--- src/rtl/lcd1602_pkg.sv ---
// Shared definitions for the LCD1602 refresh controller: FSM states,
// HD44780 init commands, line start addresses and frame geometry.
package lcd1602_pkg;

  typedef enum logic [2:0] {
    ST_PWRUP,
    ST_INIT_ISSUE,
    ST_INIT_WAIT,
    ST_CLR_DLY,
    ST_IDLE,
    ST_REF_ISSUE,
    ST_REF_WAIT
  } state_t;

  // Init commands: 8-bit bus/2 lines/5x8, display on, clear, entry increment
  localparam logic [7:0] CMD_FUNC_SET = 8'h38;
  localparam logic [7:0] CMD_DISP_ON  = 8'h0C;
  localparam logic [7:0] CMD_CLEAR    = 8'h01;
  localparam logic [7:0] CMD_ENTRY    = 8'h06;

  // Set-DDRAM-address commands for the start of each line
  localparam logic [7:0] LINE1_ADDR = 8'h80;
  localparam logic [7:0] LINE2_ADDR = 8'hC0;

  localparam logic [7:0] BLANK_CHAR = 8'h20;

  // Frame: step 0 = line-1 address, 1-16 chars, 17 = line-2 address, 18-33 chars
  localparam logic [5:0] FRAME_LAST = 6'd33;
  localparam logic [5:0] LINE2_STEP = 6'd17;

  // Init step 2 is the clear command, which needs the extra settle delay
  localparam logic [1:0] INIT_LAST  = 2'd3;
  localparam logic [1:0] CLEAR_STEP = 2'd2;

  function automatic logic [7:0] initRom(input logic [1:0] step);
    logic [7:0] cmd;
    case (step)
      2'd0:    cmd = CMD_FUNC_SET;
      2'd1:    cmd = CMD_DISP_ON;
      2'd2:    cmd = CMD_CLEAR;
      default: cmd = CMD_ENTRY;
    endcase
    return cmd;
  endfunction

endpackage

--- src/rtl/lcd1602_char_buf.sv ---
// 32x8 character buffer mirroring the two LCD lines. One synchronous
// write port for the host, one asynchronous read port for the refresh FSM.
// A read of the address being written returns the old contents.
module lcd1602_char_buf
  import lcd1602_pkg::*;
(
  input  logic       Clk,
  input  logic       Rst,
  input  logic       i_we,
  input  logic [4:0] i_waddr,
  input  logic [7:0] i_wdata,
  input  logic [4:0] i_raddr,
  output logic [7:0] o_rdata
);

  logic [7:0] r_mem [32];

  // Storage: every cell clears to a space on reset, host writes land on the clock edge
  always_ff @(posedge Clk or posedge Rst) begin
    if (Rst) begin
      for (int i = 0; i < 32; i++) begin
        r_mem[i] <= BLANK_CHAR;
      end
    end else if (i_we) begin
      r_mem[i_waddr] <= i_wdata;
    end
  end

  assign o_rdata = r_mem[i_raddr];

endmodule

--- src/rtl/lcd1602_ctrl.sv ---
// LCD1602 controller: waits out the power-up time, runs the four-command
// init sequence, then streams the character buffer to the LCD driver as
// frames of 34 writes while refresh_en is high. Each write is a one-cycle
// wr_cmd/wr_data pulse followed by a wait for the driver's wr_done.
module lcd1602_ctrl
  import lcd1602_pkg::*;
#(
  parameter int PWRUP_CYC = 750000,
  parameter int CLR_CYC   = 100000
) (
  input  logic       Clk,
  input  logic       Rst,
  input  logic       buf_we,
  input  logic [4:0] buf_addr,
  input  logic [7:0] buf_wdata,
  input  logic       refresh_en,
  output logic       init_done,
  output logic       busy,
  output logic       wr_cmd,
  output logic       wr_data,
  output logic [7:0] data,
  input  logic       wr_done
);

  localparam logic [31:0] PWRUP_LAST = 32'(PWRUP_CYC - 1);
  localparam logic [31:0] CLR_LAST   = 32'(CLR_CYC - 1);

  state_t      r_state;
  logic [31:0] r_cnt;
  logic [1:0]  r_initStep;
  logic [5:0]  r_frameStep;
  logic        r_initDone;
  logic        r_wrCmd;
  logic        r_wrData;
  logic [7:0]  r_data;

  state_t      w_nextState;
  logic [31:0] w_nextCnt;
  logic [1:0]  w_nextInitStep;
  logic [5:0]  w_nextFrameStep;
  logic        w_nextInitDone;
  logic        w_nextWrCmd;
  logic        w_nextWrData;
  logic [7:0]  w_nextData;

  logic [4:0]  w_rdAddr;
  logic [7:0]  w_rdData;

  // Line-1 chars sit at steps 1-16, line-2 chars at steps 18-33
  assign w_rdAddr = (r_frameStep < LINE2_STEP) ? 5'(r_frameStep - 6'd1)
                                               : 5'(r_frameStep - 6'd2);

  lcd1602_char_buf u_charBuf (
    .Clk     (Clk),
    .Rst     (Rst),
    .i_we    (buf_we),
    .i_waddr (buf_addr),
    .i_wdata (buf_wdata),
    .i_raddr (w_rdAddr),
    .o_rdata (w_rdData)
  );

  // Next-state logic: sequencing, counters, and the registered write pulse/data
  always_comb begin
    w_nextState     = r_state;
    w_nextCnt       = r_cnt;
    w_nextInitStep  = r_initStep;
    w_nextFrameStep = r_frameStep;
    w_nextInitDone  = r_initDone;
    w_nextWrCmd     = 1'b0;
    w_nextWrData    = 1'b0;
    w_nextData      = r_data;

    case (r_state)
      ST_PWRUP: begin
        if (r_cnt == PWRUP_LAST) begin
          w_nextCnt      = '0;
          w_nextInitStep = '0;
          w_nextState    = ST_INIT_ISSUE;
        end else begin
          w_nextCnt = r_cnt + 32'd1;
        end
      end

      ST_INIT_ISSUE: begin
        w_nextData  = initRom(r_initStep);
        w_nextWrCmd = 1'b1;
        w_nextState = ST_INIT_WAIT;
      end

      ST_INIT_WAIT: begin
        if (wr_done) begin
          if (r_initStep == CLEAR_STEP) begin
            w_nextCnt   = '0;
            w_nextState = ST_CLR_DLY;
          end else if (r_initStep == INIT_LAST) begin
            w_nextInitDone = 1'b1;
            w_nextState    = ST_IDLE;
          end else begin
            w_nextInitStep = r_initStep + 2'd1;
            w_nextState    = ST_INIT_ISSUE;
          end
        end
      end

      ST_CLR_DLY: begin
        if (r_cnt == CLR_LAST) begin
          w_nextCnt      = '0;
          w_nextInitStep = r_initStep + 2'd1;
          w_nextState    = ST_INIT_ISSUE;
        end else begin
          w_nextCnt = r_cnt + 32'd1;
        end
      end

      ST_IDLE: begin
        if (refresh_en) begin
          w_nextFrameStep = '0;
          w_nextState     = ST_REF_ISSUE;
        end
      end

      ST_REF_ISSUE: begin
        if (r_frameStep == 6'd0) begin
          w_nextData  = LINE1_ADDR;
          w_nextWrCmd = 1'b1;
        end else if (r_frameStep == LINE2_STEP) begin
          w_nextData  = LINE2_ADDR;
          w_nextWrCmd = 1'b1;
        end else begin
          w_nextData   = w_rdData;
          w_nextWrData = 1'b1;
        end
        w_nextState = ST_REF_WAIT;
      end

      ST_REF_WAIT: begin
        if (wr_done) begin
          if (r_frameStep != FRAME_LAST) begin
            w_nextFrameStep = r_frameStep + 6'd1;
            w_nextState     = ST_REF_ISSUE;
          end else if (refresh_en) begin
            w_nextFrameStep = '0;
            w_nextState     = ST_REF_ISSUE;
          end else begin
            w_nextFrameStep = '0;
            w_nextState     = ST_IDLE;
          end
        end
      end

      default: begin
        w_nextState = ST_PWRUP;
      end
    endcase
  end

  // State and output registers; reset abandons any outstanding write
  always_ff @(posedge Clk or posedge Rst) begin
    if (Rst) begin
      r_state     <= ST_PWRUP;
      r_cnt       <= '0;
      r_initStep  <= '0;
      r_frameStep <= '0;
      r_initDone  <= 1'b0;
      r_wrCmd     <= 1'b0;
      r_wrData    <= 1'b0;
      r_data      <= 8'h00;
    end else begin
      r_state     <= w_nextState;
      r_cnt       <= w_nextCnt;
      r_initStep  <= w_nextInitStep;
      r_frameStep <= w_nextFrameStep;
      r_initDone  <= w_nextInitDone;
      r_wrCmd     <= w_nextWrCmd;
      r_wrData    <= w_nextWrData;
      r_data      <= w_nextData;
    end
  end

  assign init_done = r_initDone;
  assign busy      = (r_state != ST_IDLE);
  assign wr_cmd    = r_wrCmd;
  assign wr_data   = r_wrData;
  assign data      = r_data;

endmodule

--- config.mk ---
export PLATFORM = sky130hd
export DESIGN_NAME = lcd1602_ctrl
export DESIGN_NICKNAME = d
export VERILOG_FILES = /design/src/rtl/lcd1602_pkg.sv /design/src/rtl/lcd1602_char_buf.sv /design/src/rtl/lcd1602_ctrl.sv
export SDC_FILE = /design/constraint.sdc
export NUM_CORES = 1
export LEC_CHECK = 0
export ABC_AREA = 1
export CORE_UTILIZATION = 50
export DETAILED_ROUTE_END_ITERATION = 7
export GPL_TIMING_DRIVEN = 0
export HOLD_SLACK_MARGIN = 0.05
export PLACE_DENSITY = 0.78
export REMOVE_ABC_BUFFERS = 1
export SETUP_SLACK_MARGIN = 0.15
export SLEW_MARGIN = 40
export SYNTH_ARGS = -nofsm -noshare
export SYNTH_HDL_FRONTEND = slang
export SYNTH_SLANG_ARGS = --single-unit
--- constraint.sdc ---
create_clock -name Clk -period 25.4 [get_ports Clk]
set_clock_uncertainty 0.15 [all_clocks]
set_input_delay 3.81 -clock Clk [delete_from_list [all_inputs] [get_ports Clk]]
set_output_delay 3.81 -clock Clk [all_outputs]
set_load 0.02 [all_outputs]
=== Word-level counts from Yosys, hierarchy flattened ===
Index checks and enable logic that the tools add are counted.

* Latch bits: 0
* Output and inout bits: 12
* Memory bits (writable): 0
* ROM bits: 0
* Logic and storage cells: 128
* Input port bits: 18
* Register bits: 310
* Memories: 0

* Shift-type cells: 0
* Reduce and logical (&&, ||, !) cells: 12
* Magnitude comparators: 4
* Muxes and demuxes: 42
* $mul: 0
* Add/subtract/negate cells: 5
* Equal/unequal tests: 22
* Div/mod/pow operators: 0
* Bitwise operators: 3

{| class="wikitable"
|+ Operators by type and width
! kind !! count
|-
| $bwmux 256 || 1
|-
| $mux 32 || 4
|-
| $pmux 32 s3 || 1
|-
| $bmux 8 s5 || 1
|-
| $demux 8 s5 || 1
|-
| $mux 8 || 5
|-
| $add 32x1->32 const B || 1
|-
| $eq 32x17->1 const B || 1
|-
| $eq 32x20->1 const B || 1
|-
| $mux 3 || 7
|-
| $pmux 3 s7 || 1
|-
| $mux 6 || 3
|-
| $pmux 6 s3 || 1
|-
| $ne 2x2->1 const B || 8
|-
| $pmux 8 s2 || 1
|-
| $ge 6x6->1 const B || 2
|-
| $not 5->6 || 2
|-
| $pmux 6 s2 || 1
|-
| $mux 2 || 5
|-
| $eq 3x3->1 const B || 3
|-
| $mux 1 || 7
|-
| $add 6x1->6 const B || 1
|-
| $eq 3x2->1 const B || 2
|-
| $eq 6x5->1 const B || 1
|-
| other kinds (24) || 27
|}

=== Logic depth before layout (Yosys ltp) ===
* Depth in word-level cells: 9
* Mapped depth: 19
* Mapped depth without buffers: 19

=== Modules after synthesis ===
Synthesis repeated with hierarchy kept, for this count alone.

* Cell total of the unflattened synthesis: 2030
* Area, all modules: 15658.8 um^2

{| class="wikitable"
|+ Modules (own cells, without submodules)
! module !! area an instance (um^2) !! instances !! cells each !! seq. area each (um^2)
|-
| lcd1602_char_buf || 12001.5 || 1 || 1493 || 6446.2
|-
| lcd1602_ctrl || 3657.3 || 1 || 537 || 1351.3
|}

=== Worst setup path before layout ===
OpenSTA, ideal clock, no wires.

* Kind: input to register
* From: input buf_we
* To: register u_charBuf.r_mem[134] in the netlist's numbering
* Buffers on the path: 1
* Library setup time: 0.133 ns
* Arrival: 4.994 ns
* Required time: 25.117 ns
* Stages on the path: 6
* Slack: 20.123 ns
* Cell sequence: nand2_1 nor2_1 inv_1 nor4_2 clkbuf_1 o21ai_0

{| class="wikitable"
|+ RTL lines
! what !! RTL line !! source
|-
| from (decl) || lcd1602_ctrl.sv:13 || <nowiki>input logic buf_we,</nowiki>
|-
| to (signal, indexed assignment) || lcd1602_char_buf.sv:25 || <nowiki>r_mem[i_waddr] <= i_wdata;</nowiki>
|-
| to (decl) || lcd1602_char_buf.sv:16 || <nowiki>logic [7:0] r_mem [32];</nowiki>
|}

=== Final worst setup path ===
* From: input wr_done
* To: register r_cnt[17]

* Cells in the longest elaborated chain, start to end: 2

{| class="wikitable"
|+ RTL lines
! what !! RTL line !! source
|-
| from (decl) || lcd1602_ctrl.sv:22 || <nowiki>input logic wr_done</nowiki>
|-
| $ne 2x2->1 (no source line) || n/a ||
|-
| $reduce_and 3->1 (no source line) || n/a ||
|-
| to (signal assigned) || lcd1602_ctrl.sv:171 || <nowiki>r_cnt <= w_nextCnt;</nowiki>
|-
| to (decl) || lcd1602_ctrl.sv:29 || <nowiki>logic [31:0] r_cnt;</nowiki>
|}

Every way passes these cells.
A chain may end at the register's enable or synchronous reset.

==> results.md <==
• Longest Clk Path Bufs: 3
• ys async rst share: 1.00
• Site Rows: 64
• tightest hold margin: 0.330 ns
• routed via count: 13,768
• sequential fraction of the synthesis area: 0.502
• clock slew seen by the registers of the worst setup and hold paths: 0.05 ns
• wire length of the first global-routing pass: 66,700 um
• CTS tree: done
• start of the worst register-to-register path: r_frameStep[0]
• count of instances resized after the clock tree is built: 0
• Mapped Avg Cell Area: 7.86 um^2
• capturing point of the worst reg2reg path: data[7]
• overflow left after global routing: 0
• startpoint of the most critical setup path: wr_done
• standby leakage power: 0.00776 uW
• GRT Total Usage: 0.265
• via/cell ratio: 5.86
• floorplan die area: 0.0318 mm^2
• H-tree Lvls: 2
• end point of the critical path: r_cnt[17]
• final setup fails: 0
• root buffer cell: clkbuf_16
• cell area after synthesis: 0.0155 mm^2
• setup slack, reg-to-reg: 20.92 ns
• Worst Max-Slew Pin Slew: 0.833 ns
• cell count after synthesis: 1,977
• core region area: 0.0306 mm^2
• Final ANT Viol Nets: 0
• number of hold violations in the final report: 0
• power density normalized to cell area: 131 mW/mm^2
• largest net degree at the start of global routing: 112
• detailed-placement wirelength estimate: 24,700 um
• number of I/O port buffers: 29
• starting DRC count in detailed routing: 1,753
• fraction of layout cells with a size suffix above 1: 0.0681
• buffers inserted during post-CTS setup optimization: 0
• most common cell in the netlist: nand2_1
• synth top area cells: dfrtp_1 45%, nand2_1 13%, nand3_1 12%
• clk sinks: 310
• area share of the leading cell type in the synthesized netlist: 0.448
• antenna violations before repair: 0
• starting density of the core: 0.508
• number of iterations in the first detailed-routing pass: 8
• width of the die: 178 um
• latest clock arrival within the worst-skew pair: 0.53 ns
• most numerous cell types in the synthesized netlist: 523 x nand2_1, 368 x nand3_1, 278 x dfrtp_1, 268 x o21ai_0, 130 x inv_1
• total number of yosys warnings: 0
• Die H: 178 um
• worst hold path type: flop to flop
• I/O pin count: 30
• maximum VDD drop: 0.000104 V
• dominant cell type by area after synthesis: dfrtp_1
• maxcap violations: 0
• flip-flop cell with the highest count after synthesis: dfrtp_1
• violated checks: DRC
• drt wl/cell: 17.5 um
• RSZ-0062 raised after global routing: false
• number of pins exceeding their max-slew limit in the final report: 0
• number of nets in the layout: 1,963
• GPL Wtd Cong: 0.906
• Data required, critical path: 25.65 ns
• TritonCTS Buffers: 35
• count of cell types in the netlist: 47
• number of global-route vias before repair: 12,875
• final routed DRC violation total: 1
• status: finished with violations
• Post-synth EDFFs: 0
• achievable clock frequency: 160 MHz
• sort of element at the start of the critical path: input pin
• critical path fanouts, max: 27
• post-route fraction of the period consumed by the critical path: 0.247
• CTS Hold Buffers Added: 0
• Worst Hold Path Cells: 2
• endpoint class of the critical path: flop
• type of the worst setup path: input pin to flop
• register bit count reported by yosys: 310
• setup total negative slack: 0 ns
• total wire length after detailed routing: 41,100 um
• post-layout minimum cycle time: 6.26 ns
• signed area change from the synthesized netlist to the final layout: 10.3%
• number of cells on the worst reg-to-reg path: 18
• headroom to the max-slew limit: 0.445
• diodes inserted: 0
• critical path arrival: 6.51 ns
==> per-layer routing <==
layer	track usage	vias to the layer above	routed length [um]
li1	-	6480	-
met2	0.422	555	19200
met5	0	-	0
met3	0.0320	85	2920
met1	0.370	6648	17800
met4	0.100	0	1230
==> power breakdown <==
part / internal (uW) / total [uW] / switching (uW)
Combinational: 334 / 1120 / 781
Clock: 273 / 472 / 199
Sequential: 594 / 654 / 59.5
==> cells by family after synthesis <==
kind of cell               after synthesis  synth area share
AOI/OAI and AO/OA                      328             0.111
DFF                                    310             0.502
adders and majority gates               13            0.0105
and+or+nand+nor                       1060             0.303
buffers and inverters                  260            0.0705
xor gates and xnor gates                 6           0.00387
==> area by class of cell <==
| cell class | instances | area [um^2] |
|---|---|---|
| clock buffer | 55 | 1010 |
| clock inverter | 4 | 42.5 |
| fill | 2698 | 13500 |
| inverter | 137 | 527 |
| multi-input combinational | 1407 | 6720 |
| sequential | 310 | 7800 |
| tap | 396 | 495 |
| timing repair buffer | 41 | 546 |
==> worst min path at each step <==
| stage | startpoint | endpoint |
|---|---|---|
| after floorplan | u_charBuf.r_mem[150] | u_charBuf.r_mem[150] |
| after global placement | init_done | init_done |
| after detailed placement | init_done | init_done |
| after CTS | u_charBuf.r_mem[7] | u_charBuf.r_mem[7] |
| after global routing | u_charBuf.r_mem[7] | u_charBuf.r_mem[7] |
| final | u_charBuf.r_mem[199] | u_charBuf.r_mem[199] |
==> flip-flops by register name, indices dropped and copies added (netlist names) <==
| signal | cells |
|---|---|
| data | 8 |
| init_done | 1 |
| r_cnt | 32 |
| r_frameStep | 6 |
| r_initStep | 2 |
| r_state | 3 |
| u_charBuf.r_mem | 256 |
| wr_cmd | 1 |
| wr_data | 1 |
==> placed cells by master, fill, tap and decap left out, types with 11 or more instances in the layout <==
master | Yosys | layout
nand3b_1 | 11 | 11
clkdlybuf4s50_1 | 0 | 29
inv_2 | 7 | 14
clkbuf_16 | 0 | 35
nor3_1 | 36 | 34
inv_1 | 130 | 121
nand2_1 | 523 | 523
dfrtp_1 | 278 | 278
o21ai_0 | 268 | 268
nand3_1 | 368 | 368
clkbuf_1 | 64 | 14
nand4_1 | 14 | 14
ha_1 | 13 | 13
dfstp_2 | 32 | 32
a21oi_1 | 37 | 37
nor2_1 | 72 | 72
==> critical path, stage by stage <==
cell and delay, ns:
clkdlybuf4s50_1 0.53, nand2_1 0.11, a21oi_4 0.59, nand3_1 0.73, inv_1 0.53, or2_1 0.16, inv_1 0.04
==> per-stage QoR <==
stage                     cell area [um^2]  setup WS (ns)  power, uW  cells   util
after floorplan                      15000          12.92       1340   1854      -
after global placement               15700           9.24       1680   2279  0.515
after detailed placement             16100          18.67       1750   2289  0.525
after CTS                            17100          19.19       2220   2348  0.560
after global routing                 17100          18.94       2370   2350  0.560
final                                17100          19.14       2240   2350  0.560
No activity file was read; power rests on OpenSTA's default activity.
